--- src/rtl/thumb_dec_pkg.sv ---
// Shared types for the Thumb decode stage: op classes, decoded-field payload,
// BL/BLX opcode constants and the single-halfword decoder.
package thumb_dec_pkg;

  localparam int unsigned CLS_W = 5;

  localparam logic [3:0] REG_SP = 4'd13;
  localparam logic [3:0] REG_LR = 4'd14;
  localparam logic [3:0] REG_PC = 4'd15;

  localparam logic [4:0] OP_BL_PREFIX  = 5'b11110;
  localparam logic [4:0] OP_BL_SUFFIX  = 5'b11111;
  localparam logic [4:0] OP_BLX_SUFFIX = 5'b11101;

  typedef enum logic [CLS_W-1:0] {
    CLS_SHIFT_IMM = 5'd0,
    CLS_ALU_3OP   = 5'd1,
    CLS_ALU_IMM8  = 5'd2,
    CLS_ALU_REG   = 5'd3,
    CLS_HI_REG    = 5'd4,
    CLS_BX        = 5'd5,
    CLS_LDR_PC    = 5'd6,
    CLS_LDST_REG  = 5'd7,
    CLS_LDST_IMM  = 5'd8,
    CLS_LDST_SP   = 5'd9,
    CLS_ADR       = 5'd10,
    CLS_SP_ADJ    = 5'd11,
    CLS_PUSH_POP  = 5'd12,
    CLS_LDM_STM   = 5'd13,
    CLS_BCOND     = 5'd14,
    CLS_B         = 5'd15,
    CLS_BL        = 5'd16,
    CLS_SWI       = 5'd17,
    CLS_BKPT      = 5'd18,
    CLS_UNDEF     = 5'd19,
    CLS_BLX       = 5'd20
  } op_class_e;

  typedef struct packed {
    op_class_e   cls;
    logic [3:0]  rd;
    logic [3:0]  rn;
    logic [3:0]  rm;
    logic [31:0] imm;
    logic        len32;
    logic        undef;
  } dec_fields_t;

  // Classify one 16-bit halfword; BL/BLX halves decode as UNDEF here and are
  // paired by the stage itself.
  function automatic dec_fields_t decode16(input logic [15:0] hw);
    dec_fields_t f;
    f     = '0;
    f.cls = CLS_UNDEF;
    casez (hw[15:11])
      5'b00011: begin
        f.cls = CLS_ALU_3OP;
        f.rd  = {1'b0, hw[2:0]};
        f.rn  = {1'b0, hw[5:3]};
        if (hw[10]) f.imm = 32'(hw[8:6]);
        else        f.rm  = {1'b0, hw[8:6]};
      end
      5'b000??: begin
        f.cls = CLS_SHIFT_IMM;
        f.rd  = {1'b0, hw[2:0]};
        f.rm  = {1'b0, hw[5:3]};
        f.imm = 32'(hw[10:6]);
      end
      5'b001??: begin
        f.cls = CLS_ALU_IMM8;
        f.rd  = {1'b0, hw[10:8]};
        f.rn  = {1'b0, hw[10:8]};
        f.imm = 32'(hw[7:0]);
      end
      5'b01000: begin
        if (!hw[10]) begin
          f.cls = CLS_ALU_REG;
          f.rd  = {1'b0, hw[2:0]};
          f.rn  = {1'b0, hw[2:0]};
          f.rm  = {1'b0, hw[5:3]};
        end else if (hw[9:8] == 2'b11) begin
          f.cls = CLS_BX;
          f.rm  = hw[6:3];
        end else begin
          f.cls = CLS_HI_REG;
          f.rd  = {hw[7], hw[2:0]};
          f.rn  = {hw[7], hw[2:0]};
          f.rm  = hw[6:3];
        end
      end
      5'b01001: begin
        f.cls = CLS_LDR_PC;
        f.rd  = {1'b0, hw[10:8]};
        f.rn  = REG_PC;
        f.imm = 32'({hw[7:0], 2'b00});
      end
      5'b0101?: begin
        f.cls = CLS_LDST_REG;
        f.rd  = {1'b0, hw[2:0]};
        f.rn  = {1'b0, hw[5:3]};
        f.rm  = {1'b0, hw[8:6]};
      end
      5'b011??: begin
        // bit 12 selects byte (unscaled) versus word (x4) offset
        f.cls = CLS_LDST_IMM;
        f.rd  = {1'b0, hw[2:0]};
        f.rn  = {1'b0, hw[5:3]};
        f.imm = hw[12] ? 32'(hw[10:6]) : 32'({hw[10:6], 2'b00});
      end
      5'b1000?: begin
        f.cls = CLS_LDST_IMM;
        f.rd  = {1'b0, hw[2:0]};
        f.rn  = {1'b0, hw[5:3]};
        f.imm = 32'({hw[10:6], 1'b0});
      end
      5'b1001?: begin
        f.cls = CLS_LDST_SP;
        f.rd  = {1'b0, hw[10:8]};
        f.rn  = REG_SP;
        f.imm = 32'({hw[7:0], 2'b00});
      end
      5'b1010?: begin
        f.cls = CLS_ADR;
        f.rd  = {1'b0, hw[10:8]};
        f.rn  = hw[11] ? REG_SP : REG_PC;
        f.imm = 32'({hw[7:0], 2'b00});
      end
      5'b1011?: begin
        case (hw[11:8])
          4'b0000: begin
            f.cls = CLS_SP_ADJ;
            f.rd  = REG_SP;
            f.rn  = REG_SP;
            f.imm = 32'({hw[6:0], 2'b00});
          end
          4'b0100, 4'b0101, 4'b1100, 4'b1101: begin
            // R bit adds LR to a push or PC to a pop
            f.cls = CLS_PUSH_POP;
            f.rn  = REG_SP;
            f.imm = 32'({hw[11] & hw[8], ~hw[11] & hw[8], 6'b000000, hw[7:0]});
          end
          4'b1110: begin
            f.cls = CLS_BKPT;
            f.imm = 32'(hw[7:0]);
          end
          default: ;
        endcase
      end
      5'b1100?: begin
        f.cls = CLS_LDM_STM;
        f.rn  = {1'b0, hw[10:8]};
        f.imm = 32'(hw[7:0]);
      end
      5'b1101?: begin
        if (hw[11:8] == 4'b1111) begin
          f.cls = CLS_SWI;
          f.imm = 32'(hw[7:0]);
        end else if (hw[11:8] != 4'b1110) begin
          f.cls = CLS_BCOND;
          f.rd  = hw[11:8];
          f.imm = {{23{hw[7]}}, hw[7:0], 1'b0};
        end
      end
      5'b11100: begin
        f.cls = CLS_B;
        f.imm = {{20{hw[10]}}, hw[10:0], 1'b0};
      end
      default: ;
    endcase
    f.undef = (f.cls == CLS_UNDEF);
    return f;
  endfunction

endpackage

--- src/rtl/thumb_hw_fifo.sv ---
// Halfword + PC prefetch buffer: one push, pop of 0/1/2, head and head+1
// exposed, synchronous flush, registered ready.
module thumb_hw_fifo #(
  parameter int unsigned DEPTH = 4,
  parameter int unsigned PC_W  = 32,
  localparam int unsigned CNT_W = $clog2(DEPTH) + 1
) (
  input  logic             clk,
  input  logic             rst_n,
  input  logic             flush,
  input  logic             push_valid,
  output logic             push_ready,
  input  logic [15:0]      push_hw,
  input  logic [PC_W-1:0]  push_pc,
  input  logic [1:0]       pop,
  output logic [15:0]      head_hw,
  output logic [PC_W-1:0]  head_pc,
  output logic [15:0]      next_hw,
  output logic [PC_W-1:0]  next_pc,
  output logic [CNT_W-1:0] count
);

  localparam int unsigned AW = $clog2(DEPTH);

  logic [15:0]      mem_hw [DEPTH];
  logic [PC_W-1:0]  mem_pc [DEPTH];
  logic [AW-1:0]    wr_ptr, rd_ptr, rd_ptr_nx;
  logic [CNT_W-1:0] count_q, count_next_c;
  logic             ready_q;
  logic             push_c;

  assign push_c    = push_valid && ready_q && !flush;
  assign rd_ptr_nx = rd_ptr + AW'(1);

  always_comb begin
    count_next_c = count_q + CNT_W'(push_c) - CNT_W'(pop);
    if (flush) count_next_c = '0;
  end

  always_ff @(posedge clk or negedge rst_n) begin
    if (!rst_n) begin
      wr_ptr  <= '0;
      rd_ptr  <= '0;
      count_q <= '0;
      ready_q <= 1'b1;
    end else begin
      count_q <= count_next_c;
      ready_q <= (count_next_c < CNT_W'(DEPTH));
      if (flush) begin
        wr_ptr <= '0;
        rd_ptr <= '0;
      end else begin
        if (push_c) wr_ptr <= wr_ptr + AW'(1);
        rd_ptr <= rd_ptr + AW'(pop);
      end
    end
  end

  // Storage carries no reset; count qualifies every read.
  always_ff @(posedge clk) begin
    if (push_c) begin
      mem_hw[wr_ptr] <= push_hw;
      mem_pc[wr_ptr] <= push_pc;
    end
  end

  assign push_ready = ready_q;
  assign count      = count_q;
  assign head_hw    = mem_hw[rd_ptr];
  assign head_pc    = mem_pc[rd_ptr];
  assign next_hw    = mem_hw[rd_ptr_nx];
  assign next_pc    = mem_pc[rd_ptr_nx];

endmodule

--- src/rtl/thumb_decode_stage.sv ---
// Thumb decode stage: prefetch buffer, BL pair fusion, registered micro-op out.
// Optional: define THUMB_BLX_SUFFIX_EN to fuse prefix + 11101 suffix into BLX.
module thumb_decode_stage #(
  parameter int unsigned FIFO_DEPTH = 4,
  parameter int unsigned PC_W       = 32,
  parameter int unsigned CLS_W      = thumb_dec_pkg::CLS_W
) (
  input  logic             clk,
  input  logic             rst_n,
  input  logic             flush,
  input  logic             hw_valid,
  output logic             hw_ready,
  input  logic [15:0]      hw_data,
  input  logic [PC_W-1:0]  hw_pc,
  output logic             dec_valid,
  input  logic             dec_ready,
  output logic [CLS_W-1:0] dec_class,
  output logic [3:0]       dec_rd,
  output logic [3:0]       dec_rn,
  output logic [3:0]       dec_rm,
  output logic [31:0]      dec_imm,
  output logic [PC_W-1:0]  dec_pc,
  output logic             dec_len32,
  output logic             dec_undef
);
  import thumb_dec_pkg::*;

  localparam int unsigned CNT_W = $clog2(FIFO_DEPTH) + 1;

  logic [15:0]      head_hw, next_hw;
  logic [PC_W-1:0]  head_pc, next_pc;
  logic [CNT_W-1:0] count;
  logic [1:0]       pop_c;
  logic [1:0]       op_len_c;
  logic             have_op_c, load_c, pair_c;
  dec_fields_t      op_c;
  dec_fields_t      out_q;
  logic [PC_W-1:0]  out_pc_q;
  logic             out_valid_q;

  thumb_hw_fifo #(
    .DEPTH (FIFO_DEPTH),
    .PC_W  (PC_W)
  ) u_fifo (
    .clk        (clk),
    .rst_n      (rst_n),
    .flush      (flush),
    .push_valid (hw_valid),
    .push_ready (hw_ready),
    .push_hw    (hw_data),
    .push_pc    (hw_pc),
    .pop        (pop_c),
    .head_hw    (head_hw),
    .head_pc    (head_pc),
    .next_hw    (next_hw),
    .next_pc    (next_pc),
    .count      (count)
  );

  assign pair_c = (next_pc == head_pc + PC_W'(2));

  // Decode the head; a prefix waits for its partner before anything issues.
  always_comb begin
    op_c      = decode16(head_hw);
    have_op_c = (count != '0);
    op_len_c  = 2'd1;
    if (head_hw[15:11] == OP_BL_PREFIX) begin
      if (count < CNT_W'(2)) begin
        have_op_c = 1'b0;
      end else if (pair_c && next_hw[15:11] == OP_BL_SUFFIX) begin
        op_c       = '0;
        op_c.cls   = CLS_BL;
        op_c.rd    = REG_LR;
        op_c.imm   = {{9{head_hw[10]}}, head_hw[10:0], next_hw[10:0], 1'b0};
        op_c.len32 = 1'b1;
        op_len_c   = 2'd2;
      end
`ifdef THUMB_BLX_SUFFIX_EN
      else if (pair_c && next_hw[15:11] == OP_BLX_SUFFIX) begin
        op_c       = '0;
        op_c.cls   = CLS_BLX;
        op_c.rd    = REG_LR;
        op_c.imm   = {{9{head_hw[10]}}, head_hw[10:0], next_hw[10:1], 2'b00};
        op_c.len32 = 1'b1;
        op_len_c   = 2'd2;
      end
`endif
    end
    load_c = !flush && (!out_valid_q || dec_ready);
    pop_c  = (load_c && have_op_c) ? op_len_c : 2'd0;
  end

  always_ff @(posedge clk or negedge rst_n) begin
    if (!rst_n) begin
      out_valid_q <= 1'b0;
      out_q       <= '0;
      out_pc_q    <= '0;
    end else if (flush) begin
      out_valid_q <= 1'b0;
    end else if (load_c) begin
      out_valid_q <= have_op_c;
      if (have_op_c) begin
        out_q    <= op_c;
        out_pc_q <= head_pc;
      end
    end
  end

  assign dec_valid = out_valid_q;
  assign dec_class = CLS_W'(out_q.cls);
  assign dec_rd    = out_q.rd;
  assign dec_rn    = out_q.rn;
  assign dec_rm    = out_q.rm;
  assign dec_imm   = out_q.imm;
  assign dec_pc    = out_pc_q;
  assign dec_len32 = out_q.len32;
  assign dec_undef = out_q.undef;

endmodule

--- config.mk ---
export PLATFORM = sky130hd
export DESIGN_NAME = thumb_decode_stage
export DESIGN_NICKNAME = d
export VERILOG_FILES = /design/src/rtl/thumb_dec_pkg.sv /design/src/rtl/thumb_hw_fifo.sv /design/src/rtl/thumb_decode_stage.sv
export SDC_FILE = /design/constraint.sdc
export NUM_CORES = 1
export LEC_CHECK = 0
export ABC_AREA = 0
export CORE_UTILIZATION = 60
export CTS_BUF_LIST = sky130_fd_sc_hd__clkbuf_4
export CTS_CLUSTER_DIAMETER = 200
export DETAILED_ROUTE_END_ITERATION = 6
export PLACE_DENSITY_LB_ADDON = 0.08
export SLEW_MARGIN = 20
export SYNTH_ARGS = -nofsm -noshare
export SYNTH_HDL_FRONTEND = slang
export SYNTH_SLANG_ARGS = --single-unit
export TNS_END_PERCENT = 50
--- constraint.sdc ---
create_clock -name clk -period 7 [get_ports clk]
set_input_delay 1.05 -clock clk [delete_from_list [all_inputs] [get_ports clk]]
set_output_delay 1.05 -clock clk [all_outputs]
set_load 0.01 [all_outputs]
# Yosys cells after proc, flatten, opt, wreduce, memory -nomap -nowiden
# Memory sizes are Yosys's and may differ from the RTL's.
# Index checks and enable logic that the tools add are counted.
[op_classes] n_eq_ne=25 muxes=43 bitwise=4 addsub=6 n_lt_le_gt_ge=2 n_reduce_logical=22
[op_table] cell="one-hot mux 32 bit (8 select lines)" count=1
[op_table] cell="2-to-1 mux 51 bit" count=3
[op_table] cell="2-to-1 mux 32 bit" count=3
[op_table] cell="one-hot mux 5 bit (12 select lines)" count=1
[op_table] cell="one-hot mux 16 bit (3 select lines)" count=1
[op_table] cell="equality test 4 bit (second input constant)" count=10
[op_table] cell="adder 32 x 2 -> 32 bit (second input constant)" count=1
[op_table] cell="equality test 32 bit" count=1
[op_table] cell="one-hot mux 4 bit (7 select lines)" count=1
[op_table] cell="2-to-1 mux 4 bit" count=6
[op_table] cell="equality test 5 bit (second input constant)" count=4
[op_table] cell="one-hot mux 4 bit (5 select lines)" count=1
[op_table] cell="2-to-1 mux 17 bit" count=1
[op_table] cell="2-to-1 mux 2 bit" count=8
[op_table] cell="one-hot mux 5 bit (3 select lines)" count=1
[op_table] cell="equality test 4 x 3 -> 1 bit (second input constant)" count=3
[op_table] cell="one-hot mux 4 bit (3 select lines)" count=1
[op_table] cell="OR reduction 4 bit" count=3
[op_table] cell="equality test 5 x 4 -> 1 bit (second input constant)" count=2
[op_table] cell="2-to-1 mux 5 bit" count=2
[op_table] cell="2-to-1 mux 3 bit" count=3
[op_table] cell="2-to-1 mux 9 bit" count=1
[op_table] cell="2-to-1 mux 8 bit" count=1
[op_table] cell="2-to-1 mux 1 bit" count=7
[op_table] cell="25 further kinds" count=36
[word_totals] mem_count=2 elab_cells=117 input_bits=53 output_inout_bits=85 regBits=92 ramBits=192
[mem_list] name="u_fifo.mem_pc" depth=4 word_bits=32 rd=2 rd_ports_with_merged_regs=0 write_ports=1 line="thumb_hw_fifo.sv:26" text="logic [PC_W-1:0] mem_pc [DEPTH];"
[mem_list] name="u_fifo.mem_hw" depth=4 word_bits=16 rd=2 rd_ports_with_merged_regs=0 write_ports=1 line="thumb_hw_fifo.sv:25" text="logic [15:0] mem_hw [DEPTH];"

# Logic depth before layout (Yosys ltp)
# Gate-level depths: netlist of run 1.
# An unclocked memory read counts as a cell.
[depth] ltp_word=11 mapped_depth=24 ltp_nobuf=18

# Modules after synthesis
# A second synthesis of run 1 with hierarchy kept.
[unflattened] hier_cells=1053 hier_area_um2=13939.6
[modules_own_cells] module="thumb_hw_fifo" cells_per_inst=356 instances=1 area_per_inst_um2=8640.8 seq_area_each_um2=5967.0
[modules_own_cells] module="thumb_decode_stage" cells_per_inst=697 instances=1 area_per_inst_um2=5298.8 seq_area_each_um2=1876.8

# Least setup slack after synthesis of run 1
# No wires, ideal clock.
[synth_path] path_type="reg-to-reg" startpoint="register u_fifo.rd_ptr[0]" endpoint="register u_fifo.count_q[2], in the netlist u_fifo.count[2]" path_slack_ns=2.223 synth_period_minus_slack_ns=4.777 stages_incl_launch_ff=24 n_path_buf=10 arrival_time_ns=4.713 cell_sequence="dfrtp_1 > buf_6 > buf_8 > buf_6 > buf_6 > buf_6 > buf_4 > clkbuf_1 > mux2_2 > o31a_1 > nor3_1 > or3_1 > clkbuf_1 > clkbuf_1 > buf_1 > nor2_1 > ha_1 > inv_1 > ha_1 > inv_1 > fa_1 > xnor2_1 > or2_2 > inv_1"
[synth_between] elab_chain_cells=10 elab_cells_between_ends=16
[synth_rtl] element="start: declaration" line="thumb_hw_fifo.sv:27" text="logic [AW-1:0] wr_ptr, rd_ptr, rd_ptr_nx;"
[synth_rtl] element="start signal: assignment" line="thumb_hw_fifo.sv:54" text="rd_ptr <= rd_ptr + AW'(pop);"
[synth_rtl] element="memory read (4 x 32 bit) or adder 2 x 1 -> 2 bit (tied branches)"
[synth_rtl] element="adder 32 x 2 -> 32 bit (tied with other cells)" line="thumb_decode_stage.sv:60" text="assign pair_c = (next_pc == head_pc + PC_W'(2));"
[synth_rtl] element="equality test 32 bit or equality test 5 bit (tied branches)" line="thumb_decode_stage.sv:60, thumb_decode_stage.sv:70"
[synth_rtl] element="logical AND 1 bit" line="thumb_decode_stage.sv:70" text="end else if (pair_c && next_hw[15:11] == OP_BL_SUFFIX) begin"
[synth_rtl] element="2-to-1 mux 2 bit" line="thumb_decode_stage.sv:70"
[synth_rtl] element="2-to-1 mux 2 bit" line="thumb_decode_stage.sv:68" text="if (count < CNT_W'(2)) begin"
[synth_rtl] element="2-to-1 mux 2 bit" line="thumb_decode_stage.sv:67" text="if (head_hw[15:11] == OP_BL_PREFIX) begin"
[synth_rtl] element="2-to-1 mux 2 bit *" line="thumb_decode_stage.sv:90" text="pop_c = (load_c && have_op_c) ? op_len_c : 2'd0;"
[synth_rtl] element="subtractor 3 x 2 -> 3 bit *" line="thumb_hw_fifo.sv:36" text="count_next_c = count_q + CNT_W'(push_c) - CNT_W'(pop);"
[synth_rtl] element="2-to-1 mux 3 bit *" line="thumb_hw_fifo.sv:37" text="if (flush) count_next_c = '0;"
[synth_rtl] element="via u_fifo.count_next_c[2]" line="thumb_hw_fifo.sv:28" text="logic [CNT_W-1:0] count_q, count_next_c;"
[synth_rtl] element="end signal: assignment" line="thumb_hw_fifo.sv:47" text="count_q <= count_next_c;"
[synth_rtl] element="end: declaration" line="thumb_hw_fifo.sv:28"
# Mark *: on every way through the listed nets, which the timed path passes. The rest lies on a longest branch.
# A chain may end at the register's enable or synchronous reset.

# Worst setup path in the final report of run 1
[layout_path] startpoint="register u_fifo.rd_ptr[0]" endpoint="register u_fifo.count_q[2], in the netlist u_fifo.count[2]"
[layout_between] elab_chain_cells=10 elab_cells_between_ends=16
[layout_rtl] element="memory read (4 x 32 bit)"
[layout_rtl] element="via head_pc[1]" line="thumb_decode_stage.sv:31" text="logic [PC_W-1:0] head_pc, next_pc;"
[layout_rtl] element="adder 32 x 2 -> 32 bit" line="thumb_decode_stage.sv:60"
[layout_rtl] element="equality test 32 bit" line="thumb_decode_stage.sv:60"
[layout_rtl] element="logical AND 1 bit" line="thumb_decode_stage.sv:70"
[layout_rtl] element="2-to-1 mux 2 bit" line="thumb_decode_stage.sv:70"
[layout_rtl] element="2-to-1 mux 2 bit" line="thumb_decode_stage.sv:68"
[layout_rtl] element="2-to-1 mux 2 bit" line="thumb_decode_stage.sv:67"
[layout_rtl] element="2-to-1 mux 2 bit" line="thumb_decode_stage.sv:90"
[layout_rtl] element="subtractor 3 x 2 -> 3 bit" line="thumb_hw_fifo.sv:36"
[layout_rtl] element="2-to-1 mux 3 bit" line="thumb_hw_fifo.sv:37"
[layout_rtl] element="via u_fifo.count_next_c[2]" line="thumb_hw_fifo.sv:28"
# The timed path passes the listed nets, and every way through them passes these cells.

==> impl_summary.txt, run 1 <==
----------------------------------------------------
[Power]
  Power, Total ... ~0.0063 W
  Max VDD drop ... ~0.19 mV
  Power Dens Cells ... ~370 mW/mm²
  Leak ... just over 6 nW

[Setup path]
  Capturing element type of the critical path ... flip-flop
  Crit-path max FO ... 77
  Critical path data required time ... about 7600 ps
  Critical path class ... reg -> reg
  Launch instance of the worst register-to-register path ... u_fifo.rd_ptr[0]
  Cell class contributing the biggest share of worst-path delay ... simple AND/OR/NAND/NOR gates
  Endpoint of the lowest-slack register-to-register path ... u_fifo.count[2]
  Worst reg2reg setup slack ... roughly 1200 ps
  Worst setup startpoint ... u_fifo.rd_ptr[0]
  Element type at the critical path start ... flip-flop
  Longest individual stage delay on the worst path ... 1070 ps
  Worst EP arrival ... 6420 ps
  Cell with the biggest individual delay on the critical path ... dfrtp_4
  Critical path buffers and inverters ... 3
  Cell depth of the worst flop-to-flop path ... 18
  Cell breakdown of the critical path ... mux4_2 > ha_1 > nand4_2 > nand2b_1 > or4b_1 > a22oi_1 > o2111ai_1 > or4b_1 > nor2_1 > nor2_1 > ha_1 > inv_1 > ha_1 > inv_1 > fa_1 > xnor2_1 > or2_2 > inv_1

[Global route]
  Initial antenna violation count ... 1
  Total track usage ... 0.313
  Wire length of the first global-routing pass ... 61200 µm
  Number of global-route vias before repair ... between 10000 and 15000
  Maximum number of pins on one net before global-route repair ... 92
  Total gr overflow ... 0

[Clock tree]
  Hold Buf Count CTS ... 0
  Clock tree from TritonCTS ... yes
  CTS resizes ... 0
  Buffers inserted by post-CTS timing repair ... 0
  Total clock buffers created by CTS ... 71
  Clock transition at path regs ... about 70 ps
  Total clock sinks ... about 280
  Number of levels in the clock H-tree ... 3
  Buffers from clock root to sink, at most ... 3
  Clock latency on the worst-skew pair ... roughly 710 ps
  Clock root buffer ... clkbuf_4

[Outcome]
  Failing checks ... DRC
  Outcome ... complete, but fails checks

[Synthesis]
  Cell types occupying the most area after synthesis ... edfxtp_1 39%, dfrtp_1 14%, mux4_2 6.2%, nand2_1 4.7%, xnor2_1 2.3%
  Area share of xor/xnor cells in the synthesized design ... 0.0454
  Share of synthesized cell area in full adder, half adder and majority cells ... 0.00893
  Compound-Gate Fraction of Synth Area ... 0.133
  Mean instance size in the synthesized netlist ... ~12 µm²
  Share of cell area taken by muxes after synthesis ... 0.105
  Async set or reset register ratio after synthesis ... 0.302
  Number of storage elements in the synthesis netlist ... 275
  Cell type contributing the most total cell area after synthesis ... edfxtp_1
  Share of synthesized area occupied by flip-flops and latches ... 0.528
  Synth top area share ... 0.388
  Synth warn ... 0
  Simple logic cell fraction of the synthesized area ... 0.144
  Number of different library cells in the post-synthesis netlist ... 85
  Cell Area, Synth ... 0.0149 mm²
  Number of synthesized flops with an enable pin ... 192
  Flip-flop cell with the highest count after synthesis ... edfxtp_1
  Synthesized netlist cell count ... 1261
  Total nets after synthesis ... about 1300
  Dominant combinational cell family by area after synthesis ... simple AND/OR/NAND/NOR gates

[Drt]
  Detailed-route wire length ... between 30000 and 40000 µm
  Vias after detailed routing ... about 12000
  DRC Markers ... 1
  Mean number of vias per cell ... roughly 6.5
  Detailed Route Iter0 Violations ... approximately 1400
  Antenna-violating nets left ... 0
  Drt pass-1 iters ... 7
  Mean routed wirelength per cell ... 21.8 µm

[Die]
  Die width ... ~160 µm
  Overall die height ... between 150 and 200 µm
  Effective utilization at floorplan ... 0.611
  Core Area ... 0.0243 mm²
  Row count ... 57
  Io pins ... 138
  Die Outline Area ... 0.0254 mm²

[Finish]
  Flip-flop and latch area ... around 0.0079 mm²
  Share of final-layout standard cells stronger than drive strength 1 ... 0.144
  Area used by multi-input combinational logic ... 0.00649 mm²
  Filler Cell Count ... 1775
  Commonest cells after routing, fill and taps aside ... 192 x edfxtp_1, 186 x nand2_1, 136 x clkdlybuf4s50_1, 103 x clkbuf_4, 80 x dfrtp_1
  Fin cells ... about 1800
  Synth-to-Final Area Change ... 16.4%
  Most common library cell in the layout ignoring fill and taps ... edfxtp_1
  Final net count ... between 1000 and 1500

[STA]
  Setup repair after global routing missed its margin ... false
  Count of pins over their slew limit ... 0
  Final critical-path required period ... about 5800 ps
  Worst-case hold slack ... 348 ps
  Max-slew headroom ... 0.236
  Aggregate negative setup slack ... 0 ps
  FMAX ... roughly 170 MHz
  Finish-stage setup viols ... 0
  Number of endpoints with negative hold slack in the final report ... 0
  Post-route clock skew ... 48.0 ps
  Worst-margin pin slew ... around 1100 ps
  Share of the clock period used by the worst path after layout ... 0.825

[Placed design]
  PortBufs ... ~140
  # placed instances ... around 1700
  Post-detail-place hpwl ... approximately 26000 µm
  Placer's final routability congestion estimate ... 0.971

[Run]
  Maximum capacitance violations ... 0

[Hold path]
  Type of the most critical hold path ... in -> async

----------------------------------------------------
## sequential cells by signal, indices dropped and copies added, names as in the netlist
register           cells
dec_pc                32
u_fifo.mem_pc        128
dec_rn                 4
dec_len32              1
u_fifo.push_ready      1
u_fifo.mem_hw         64
dec_imm               23
u_fifo.count           3
dec_rd                 4
u_fifo.wr_ptr          2
u_fifo.rd_ptr          2
dec_undef              1
dec_class              5
dec_valid              1
dec_rm                 4
## worst max path at each step
stage	end	cells after the start
after detailed placement	u_fifo.count[2]	18
after global routing	u_fifo.count[2]	18
final	u_fifo.count[2]	18
after floorplan	u_fifo.count[2]	23
after global placement	u_fifo.count[2]	18
after CTS	u_fifo.count[2]	18
## Yosys cell counts (all sizes together) (30+ instances only)
cell type and instances:
mux2i 32, xor2 38, dfrtp 82, nand2 186, buf 54, a21oi 40, nor2 68, clkbuf 30
o21ai 49, xnor2 39, mux4 46, edfxtp 192
## worst register-to-register path, cell delays in order (launching register included)
cell and delay (ps):
dfrtp_4 1070, mux4_2 440, ha_1 240, nand4_2 230, nand2b_1 250, or4b_1 520, a22oi_1 290, o2111ai_1 190
or4b_1 780, nor2_1 260, nor2_1 90, ha_1 280, inv_1 60, ha_1 140, inv_1 50, fa_1 370
xnor2_1 130, or2_2 280, inv_1 60
## routing by layer
layer | part of all wire | GRT usage
met1 | 0.44 | 0.474
met5 | 0 | 0
met4 | 0.019 | 0.101
met3 | 0.10 | 0.0677
met2 | 0.44 | 0.451
## stage by stage
stage               setup slack (ps)  instance area (µm²)  utilization
floorplan                       2220                14900            -
global placement                1400                16300        0.671
detailed placement              1250                16300        0.671
CTS                             1250                17300        0.711
global route                     877                17300        0.711
finish                          1220                17300        0.711
## layout make-up
type	count	area share
flip-flops and latches	275	0.454
well taps	324	0.0235
diodes	1	0.000145
inverters	17	0.00369
clock buffers	103	0.0447
multi-input cells	885	0.375
clock inverters	27	0.0114
repair buffers	155	0.0870
## cells by family (layout without fill, tap and decap cells)
| group | Yosys count | after routing |
|---|---|---|
| compound gates | 276 | 276 |
| buf+inv | 101 | 302 |
| flops | 275 | 275 |
| mux | 94 | 94 |
| other cells | 0 | 1 |
| fa+ha+maj | 10 | 10 |
| simple gates | 428 | 428 |
| xor+xnor | 77 | 77 |
## power breakdown
group	internal (W)	switching, W	leakage, nW	total (W)
clock	0.000794	0.000665	0.564	0.00146
sequential	0.00202	0.000244	2.78	0.00227
combinational	0.00112	0.00148	2.74	0.00259
Power figures use the tool's default switching activity.
==> run 2: changes to the inputs <==
==> constraint.sdc (replaced) <==
create_clock -name clk -period 5.76 [get_ports clk]
set_input_delay 0.864 -clock clk [delete_from_list [all_inputs] [get_ports clk]]
set_output_delay 0.864 -clock clk [all_outputs]
set_load 0.01 [all_outputs]
==> impl_summary.txt, run 2 (synthesis gave the netlist of run 1 again) <==
----------------------------------------------------
[Outcome]
  Outcome ... complete, no violations

[Clock tree]
  Clock transition at path regs ... roughly 70 ps
  Buffers inserted by post-CTS timing repair ... 0
  Clock tree from TritonCTS ... yes
  Number of levels in the clock H-tree ... 3
  Total clock sinks ... approximately 280
  Hold Buf Count CTS ... 0
  Total clock buffers created by CTS ... 73
  CTS resizes ... 0
  Clock latency on the worst-skew pair ... between 600 and 700 ps
  Buffers from clock root to sink, at most ... 3
  Clock root buffer ... clkbuf_4

[Drt]
  Drt pass-1 iters ... 6
  Vias after detailed routing ... roughly 12000
  Mean routed wirelength per cell ... about 23 µm
  Detailed Route Iter0 Violations ... about 1300
  Antenna-violating nets left ... 0
  DRC Markers ... 0
  Mean number of vias per cell ... roughly 6.5
  Detailed-route wire length ... a little over 40000 µm

[STA]
  Number of endpoints with negative hold slack in the final report ... 0
  Final critical-path required period ... 5340 ps
  Setup repair after global routing missed its margin ... false
  Count of pins over their slew limit ... 0
  Finish-stage setup viols ... 0
  Worst-case hold slack ... about 150 ps
  Post-route clock skew ... between 40 and 50 ps
  FMAX ... 187 MHz
  Worst-margin pin slew ... about 1100 ps
  Share of the clock period used by the worst path after layout ... 0.927
  Aggregate negative setup slack ... 0 ps
  Max-slew headroom ... 0.266

[Die]
  Die width ... approximately 160 µm
  Effective utilization at floorplan ... 0.611
  Row count ... 57
  Die Outline Area ... approximately 0.025 mm²
  Core Area ... roughly 0.024 mm²
  Io pins ... ~140
  Overall die height ... approximately 160 µm

[Setup path]
  Worst reg2reg setup slack ... 420 ps
  Critical path class ... reg -> reg
  Critical path data required time ... 6390 ps
  Worst EP arrival ... about 6000 ps
  Crit-path max FO ... 34
  Capturing element type of the critical path ... flip-flop
  Element type at the critical path start ... flip-flop

[Finish]
  Synth-to-Final Area Change ... 17.2%
  Largest register FFs ... approximately 130
  Register with the highest flop count ... u_fifo.mem_pc
  Share of final-layout standard cells stronger than drive strength 1 ... 0.156
  Commonest cells after routing, fill and taps aside ... 192 x edfxtp_1, 186 x nand2_1, 136 x clkdlybuf4s50_1, 101 x clkbuf_4, 80 x dfrtp_1
  Most common library cell in the layout ignoring fill and taps ... edfxtp_1
  Final net count ... roughly 1500
  Final design instance area without fill ... between 0.015 and 0.02 mm²

[Power]
  Leak ... 6.17 nW
  Max VDD drop ... approximately 0.26 mV
  Power, Total ... 0.00774 W
  Power Dens Cells ... about 440 mW/mm²

[Global route]
  Total gr overflow ... 0
  Initial antenna violation count ... 1
  Maximum number of pins on one net before global-route repair ... just over 90
  Wire length of the first global-routing pass ... 65000 µm
  Total track usage ... 0.335
  Number of global-route vias before repair ... between 10000 and 15000

[Placed design]
  Placer's final routability congestion estimate ... roughly 0.94
  Placed standard-cell area ... 0.0165 mm²
  PortBufs ... between 100 and 150
  Post-detail-place hpwl ... ~29000 µm

[Hold path]
  Type of the most critical hold path ... in -> async

[Run]
  Maximum capacitance violations ... 0

----------------------------------------------------
-- run 2: final cells by class --
type	instances	area [µm²]
Antenna cell	1	2.50
Timing Repair Buffer	173	1660
Inverter	17	63.8
Multi-Input combinational cell	885	6490
Clock buffer	101	758
Tap cell	324	405
Fill cell	1769	6910
Sequential cell	275	7850
Clock inverter	30	178
-- run 2: worst paths after layout --
check,from,endpoint,cells after the start
setup / recovery,u_fifo.rd_ptr[1],u_fifo.count[2],18
hold / removal,rst_n,dec_pc[16],1
min in group clk,dec_class[4],dec_class[4],2
hold reg to reg,dec_class[4],dec_class[4],2
max in group asynchronous,rst_n,dec_imm[4],2
setup reg to reg,u_fifo.rd_ptr[1],u_fifo.count[2],18
-- run 2: power breakdown --
| part | total (W) | internal, W | leakage [nW] | switching, W |
|---|---|---|---|---|
| logic | 0.00328 | 0.00140 | 2.84 | 0.00188 |
| clock network | 0.00173 | 0.000908 | 0.549 | 0.000823 |
| registers | 0.00272 | 0.00246 | 2.78 | 0.000262 |
| total | 0.00774 | 0.00477 | 6.17 | 0.00297 |
-- run 2: routing by layer --
layer / vias to the layer above / share of wire / global-route usage
li1: 5245 / - / -
met1: 5711 / 0.44 / 0.508
met3: 83 / 0.10 / 0.0755
met2: 704 / 0.44 / 0.473
met4: 0 / 0.023 / 0.120
met5: - / 0 / 0
-- run 2: through the flow --
step            util  worst slack, ps  std cells
2_1_floorplan      -              983       1261
3_3_place_gp   0.677              719       1674
3_5_place_dp   0.677              530       1674
4_1_cts        0.716              516       1805
5_1_grt        0.716              176       1806
6_report       0.716              422       1806
-- run 2: worst max-delay path: stages (launching register included) --
cell and delay (ps):
dfrtp_4 740, buf_4 330, mux4_1 310, nand4_2 300
nor3_2 540, o2111ai_1 180, a22o_1 230, a2111o_1 310
or4b_1 570, nor2_1 240, nor2_1 100, ha_1 270
inv_1 60, ha_1 140, inv_1 50, fa_1 370
xnor2_1 130, or2_2 290, inv_1 60
==> patch 1: new RTL, settings of run 2 <==
Build with the macro `THUMB_BLX_SUFFIX_EN` defined.
--- a/src/rtl/thumb_decode_stage.sv
+++ b/src/rtl/thumb_decode_stage.sv
@@ -1,4 +1,6 @@
 // Thumb decode stage: prefetch buffer, BL pair fusion, registered micro-op out.
 // Optional: define THUMB_BLX_SUFFIX_EN to fuse prefix + 11101 suffix into BLX.
+`define THUMB_BLX_SUFFIX_EN
+
 module thumb_decode_stage #(
   parameter int unsigned FIFO_DEPTH = 4,
Function: changed (Yosys sat finds a counterexample within 4 cycles, from zero or initial values and one cycle with rst_n low).
==> patch 1 against run 2 <==
  * Maximum frequency rose by 5.6%
  * Critical endpoint unchanged
  * Synthesized area fell by 0.11%
  * Sequential cell count did not move
  * Final cell count fell by 3.2%
  * Routed wire length fell by 6.9%
  * Total power fell by 1.3%
  * First-iteration DRC count fell by 17%
  * Core utilization fell by 0.69 points
  * Count of clock-buffer cells in the layout fell by 3
  * Synthesized cell count fell by 3.9%
  * Largest power group unchanged
  * Design area fell by 0.97%
  * Setup slack improved by 0.28 ns
==> patch 1: results (changes against run 2) <==
initial antenna violation count 1 (unchanged); Netlist cell types 97 (+14%); vias in the first global route 10800 (-4.9%); HPWL after DPL 26500 µm (-8.1%); hold crit path type flop to flop; Lkg Pwr 6.21 nW (+0.65%); Place WS 0.702 ns (+0.173 ns); Avg Inst Size Synth 12.2 µm² (+3.9%); worst-path fanout max 49 (+44%); cell area after placement 16300 µm² (-1.0%); Skew-Pair Late Insertion Delay 0.71 ns (+0.02 ns); sequential fraction of the synthesis area 52.9% (+0.058 points); Slew HR 20.9% (-5.7 points); #MultiIn Comb 838 (-5.3%); Inverters excl. clock 19 (+2); GPL Wtd Cong 0.922 (-2.2%); mux cell area share after synthesis 12.7% (+2.2 points); WP data arrival 5.70 ns (-0.27 ns); GR Layer Usage met2 47.6% (+0.30 points); largest net degree at the start of global routing 75 (-18%); CTS root buf clkbuf_4; number of vias in the routed layout 11000 (-6.1%); Final clock-cell share 5.38% (+0.0091 points); Post-Synth Adder-Cell Area 0.894% (+0.00098 points); fill cell count 1785 (+0.90%); hold slack 0.474 ns (+0.321 ns); number of clock buffers in the layout 98 (-3.0%); placed instance count 1615 (-3.5%); Post-synth EDFFs 192 (unchanged); DR iter-0 viols 1105 (-17%); Tot GR Track Use 31.0% (-2.4 points); routed wl met3 3220 µm (-23%); reg2reg setup slack 0.71 ns (+0.28 ns); Worst R2R Start u_fifo.rd_ptr[0]; maximum vdd drop 0.304 mV (+15%); Final Core Density 70.9% (-0.69 points); Post-synth top cells edfxtp_1, nand2_1, dfrtp_1; DRT Pass-1 Iters 5 (-1); syn_nets 1275 (-3.7%); status complete, no violations; Worst Reg2Reg Path Length in Cells 17 (-1); Final Non-Filler Cells 1749 (-3.2%); GR Util met3 6.93% (-0.63 points); share of cells above drive strength 1 15.6% (about the same); met1 GRT Util 44.3% (-6.5 points); final setup skew 0.0688 ns (+0.0205 ns); number of nets in the layout 1429 (-4.0%); drt total wl 38600 µm (-6.9%); compound-cell area share of the yosys netlist 11.5% (-1.7 points); XOR/XNOR share of the synthesized area 5.61% (+1.1 points); wire length of the first global-routing pass 60300 µm (-7.1%); non-clk buf share 9.10% (-0.46 points)
-- patch 1: cell types whose count changed after synthesis, sizes merged, moves of 10 or more --
cell | run 2 | this run
mux2i | 32 | 46
xnor2 | 39 | 58
nand3b | 22 | 2
nor3 | 23 | 11
clkbuf | 30 | 40
buf | 54 | 40
o22ai | 29 | 17
a21oi | 40 | 52
nand2 | 186 | 162
o21a | 4 | 17
-- patch 1: worst max-delay path by stage --
stage               slack (ns)             start  cells past startpoint         endpoint
floorplan                 1.19  u_fifo.rd_ptr[0]                     22  u_fifo.count[2]
global placement          0.82  u_fifo.rd_ptr[0]                     17  u_fifo.count[2]
detailed placement        0.70  u_fifo.rd_ptr[1]                     18  u_fifo.count[2]
CTS                       0.67  u_fifo.rd_ptr[1]                     18  u_fifo.count[2]
global route              0.41  u_fifo.rd_ptr[0]                     17  u_fifo.count[2]
finish                    0.71  u_fifo.rd_ptr[0]                     17  u_fifo.count[2]
-- patch 1: worst register-to-register path: stages (launching register included) --
cell and delay [ns]:
dfrtp_4 0.79, buf_12 0.36, mux4_2 0.36, nand4_1 0.25, nor3_2 0.64, nand3_1 0.19, xor2_1 0.21, nor4_1 0.33
nand4_2 0.25, and2_1 0.26, ha_1 0.27, inv_1 0.04, ha_1 0.20, fa_1 0.37, xor2_1 0.20, xnor2_1 0.15
nand2b_1 0.08, inv_1 0.06
-- patch 1: report_power, final --
part | switching, mW | total [mW] | internal (mW) | leakage (nW)
combinational | 1.81 | 3.22 | 1.42 | 2.90
clock | 0.839 | 1.70 | 0.857 | 0.542
sequential | 0.253 | 2.72 | 2.47 | 2.77
total | 2.90 | 7.64 | 4.74 | 6.21
-- patch 1: timing repair --
item | CTS | global route
hold buffers | 1 | 0
gates resized for setup | 0 | 0
hold endpoints to repair | 7 | 0
==> patch 2: new RTL, config.mk and constraints of run 2 <==
Made on the original files. Make the reset (`rst_n`) synchronous in 2 clocked blocks.
--- a/src/rtl/thumb_hw_fifo.sv
+++ b/src/rtl/thumb_hw_fifo.sv
@@ -38,5 +38,5 @@
   end
 
-  always_ff @(posedge clk or negedge rst_n) begin
+  always_ff @(posedge clk) begin
     if (!rst_n) begin
       wr_ptr  <= '0;
--- a/src/rtl/thumb_decode_stage.sv
+++ b/src/rtl/thumb_decode_stage.sv
@@ -91,5 +91,5 @@
   end
 
-  always_ff @(posedge clk or negedge rst_n) begin
+  always_ff @(posedge clk) begin
     if (!rst_n) begin
       out_valid_q <= 1'b0;
Function: differs if rst_n is asserted again (counterexample within 4 cycles, from zero or initial values and one cycle with rst_n low); with rst_n held inactive, the same outputs for 4 cycles.
==> patch 2 against run 2 <==
  * Clock skew shrank 0.0048 ns
  * Synthesized area is 2.7% lower
  * Design area decreased by 3.3%
  * Largest cell class unchanged
  * Routed wire length is 11% lower
  * Setup slack better by 0.080 ns
  * Sequential cell count did not move
Power is not compared: it rests on default switching activity, and its combinational part moved more than twofold at a synthesized area within 25%.
==> patch 2: results (changes against run 2) <==
Tot GR Track Use 30.6% (-2.9 points); met1 WL 16400 µm (-10%); top post-synthesis cells by area edfxtp_1, dfxtp_1, mux4_2, xnor2_1, nand2_1; slowest CP cell dfxtp_4; met2 WL 16000 µm (-11%); number of nets in the layout 1393 (-6.4%); initial antenna violation count 1 (unchanged); max layer used met4; Port Buffer Count 137 (unchanged); YS warnings 0 (unchanged); Worst Setup SP u_fifo.rd_ptr[0]; XOR/XNOR share of the synthesized area 4.73% (+0.19 points); H-tree level count 3 (unchanged); share of cells above drive strength 1 17.9% (+2.3 points); worst-path fanout max 49 (+44%); placed instance count 1577 (-5.8%); Slew @ Worst Pin 1.04 ns (-0.0539 ns); routed wl met3 3890 µm (-7.2%); largest net degree at the start of global routing 78 (-15%); hold crit path type flop to flop; mux cell area share after synthesis 12.2% (+1.7 points); Worst Reg2Reg Path Length in Cells 16 (-2); final setup skew 0.0435 ns (-0.00483 ns); Netlist cell types 80 (-5.9%); DR iter-0 viols 1223 (-8.5%); HPWL after DPL 25400 µm (-12%); GPL Wtd Cong 0.929 (-1.4%); Post-synth EDFFs 192 (unchanged); area share of the largest cell type after synthesis 39.9% (+1.1 points); Avg Inst Size Synth 12.1 µm² (+2.9%); WP data arrival 5.82 ns (-0.15 ns); vias in the first global route 10400 (-8.2%); hold path start dec_pc[27]; drt total wl 37000 µm (-11%); total CTS buffers 72 (-1.4%); syn_nets 1253 (-5.4%); Post-Synth Adder-Cell Area 0.745% (-0.15 points); Place WS 0.589 ns (+0.0594 ns); sequential fraction of the synthesis area 51.4% (-1.4 points); Post-synth top cells edfxtp_1, nand2_1, dfxtp_1; compound-cell area share of the yosys netlist 13.8% (+0.56 points); CTS root buf clkbuf_4; share of synthesized flip-flops with an asynchronous set or reset 0% (-30 points); hold depth 2; CP max stage delay 0.81 ns (+0.07 ns); status complete, no violations; DRT Pass-1 Iters 5 (-1); wire length of the first global-routing pass 57300 µm (-12%); number of vias in the routed layout 10900 (-6.8%); fill cell count 1745 (-1.4%); routed wire length per instance 21.7 µm (-5.6%); postcts setup bufs 0 (unchanged)
## patch 2: cell count changes after synthesis, moves of 12 or more
| cell | change |
|---|---|
| nand3b_1 | -20 |
| clkbuf_1 | +12 |
| nor2_1 | -29 |
| mux2_2 | -15 |
| xor2_1 | -12 |
| dfrtp_1 | -82 |
| or3_1 | +14 |
| mux4_2 | +26 |
| o22a_1 | -12 |
| o22ai_1 | -15 |
| a21boi_0 | +34 |
| dfxtp_1 | +83 |
| nand2_1 | -68 |
| xnor2_1 | +13 |
## patch 2: power by group
group          switching, mW  internal [mW]
Clock                  0.806          0.911
Sequential            0.0481           2.19
Combinational          0.337          0.269
Total                   1.19           3.37
## patch 2: path summary, 6_finish.rpt
check / end / slack, ns
setup / recovery: u_fifo.push_ready / 0.50
hold / removal: dec_pc[27] / 0.46
setup reg to reg: u_fifo.push_ready / 0.50
hold reg to reg: dec_pc[27] / 0.46
## patch 2: layout make-up
| cell class | count | area share, % |
|---|---|---|
| Sequential cell | 275 | 44.2 |
| Multi-Input combinational cell | 817 | 38.6 |
| Timing Repair Buffer | 155 | 8.99 |
| Clock buffer | 101 | 4.50 |
| Tap cell | 319 | 2.37 |
| Clock inverter | 27 | 1.09 |
| Inverter | 11 | 0.245 |
| Antenna cell | 1 | 0.0149 |
## patch 2: through the flow
step,utilization (%),area [µm²],hold slack [ns]
final,71.5,16800,0.461
after global routing,71.5,16800,0.485
after CTS,71.5,16800,0.465
after global placement,67.5,15900,0.451
after detailed placement,67.5,15900,0.457
after floorplan,-,14500,0.469
## patch 2: per-layer routing
| layer | global-route usage (%) | up-vias |
|---|---|---|
| li1 | - | 4962 |
| met1 | 45.5 | 5309 |
| met2 | 43.5 | 596 |
| met3 | 8.62 | 77 |
| met4 | 8.83 | 0 |
| met5 | 0 | - |
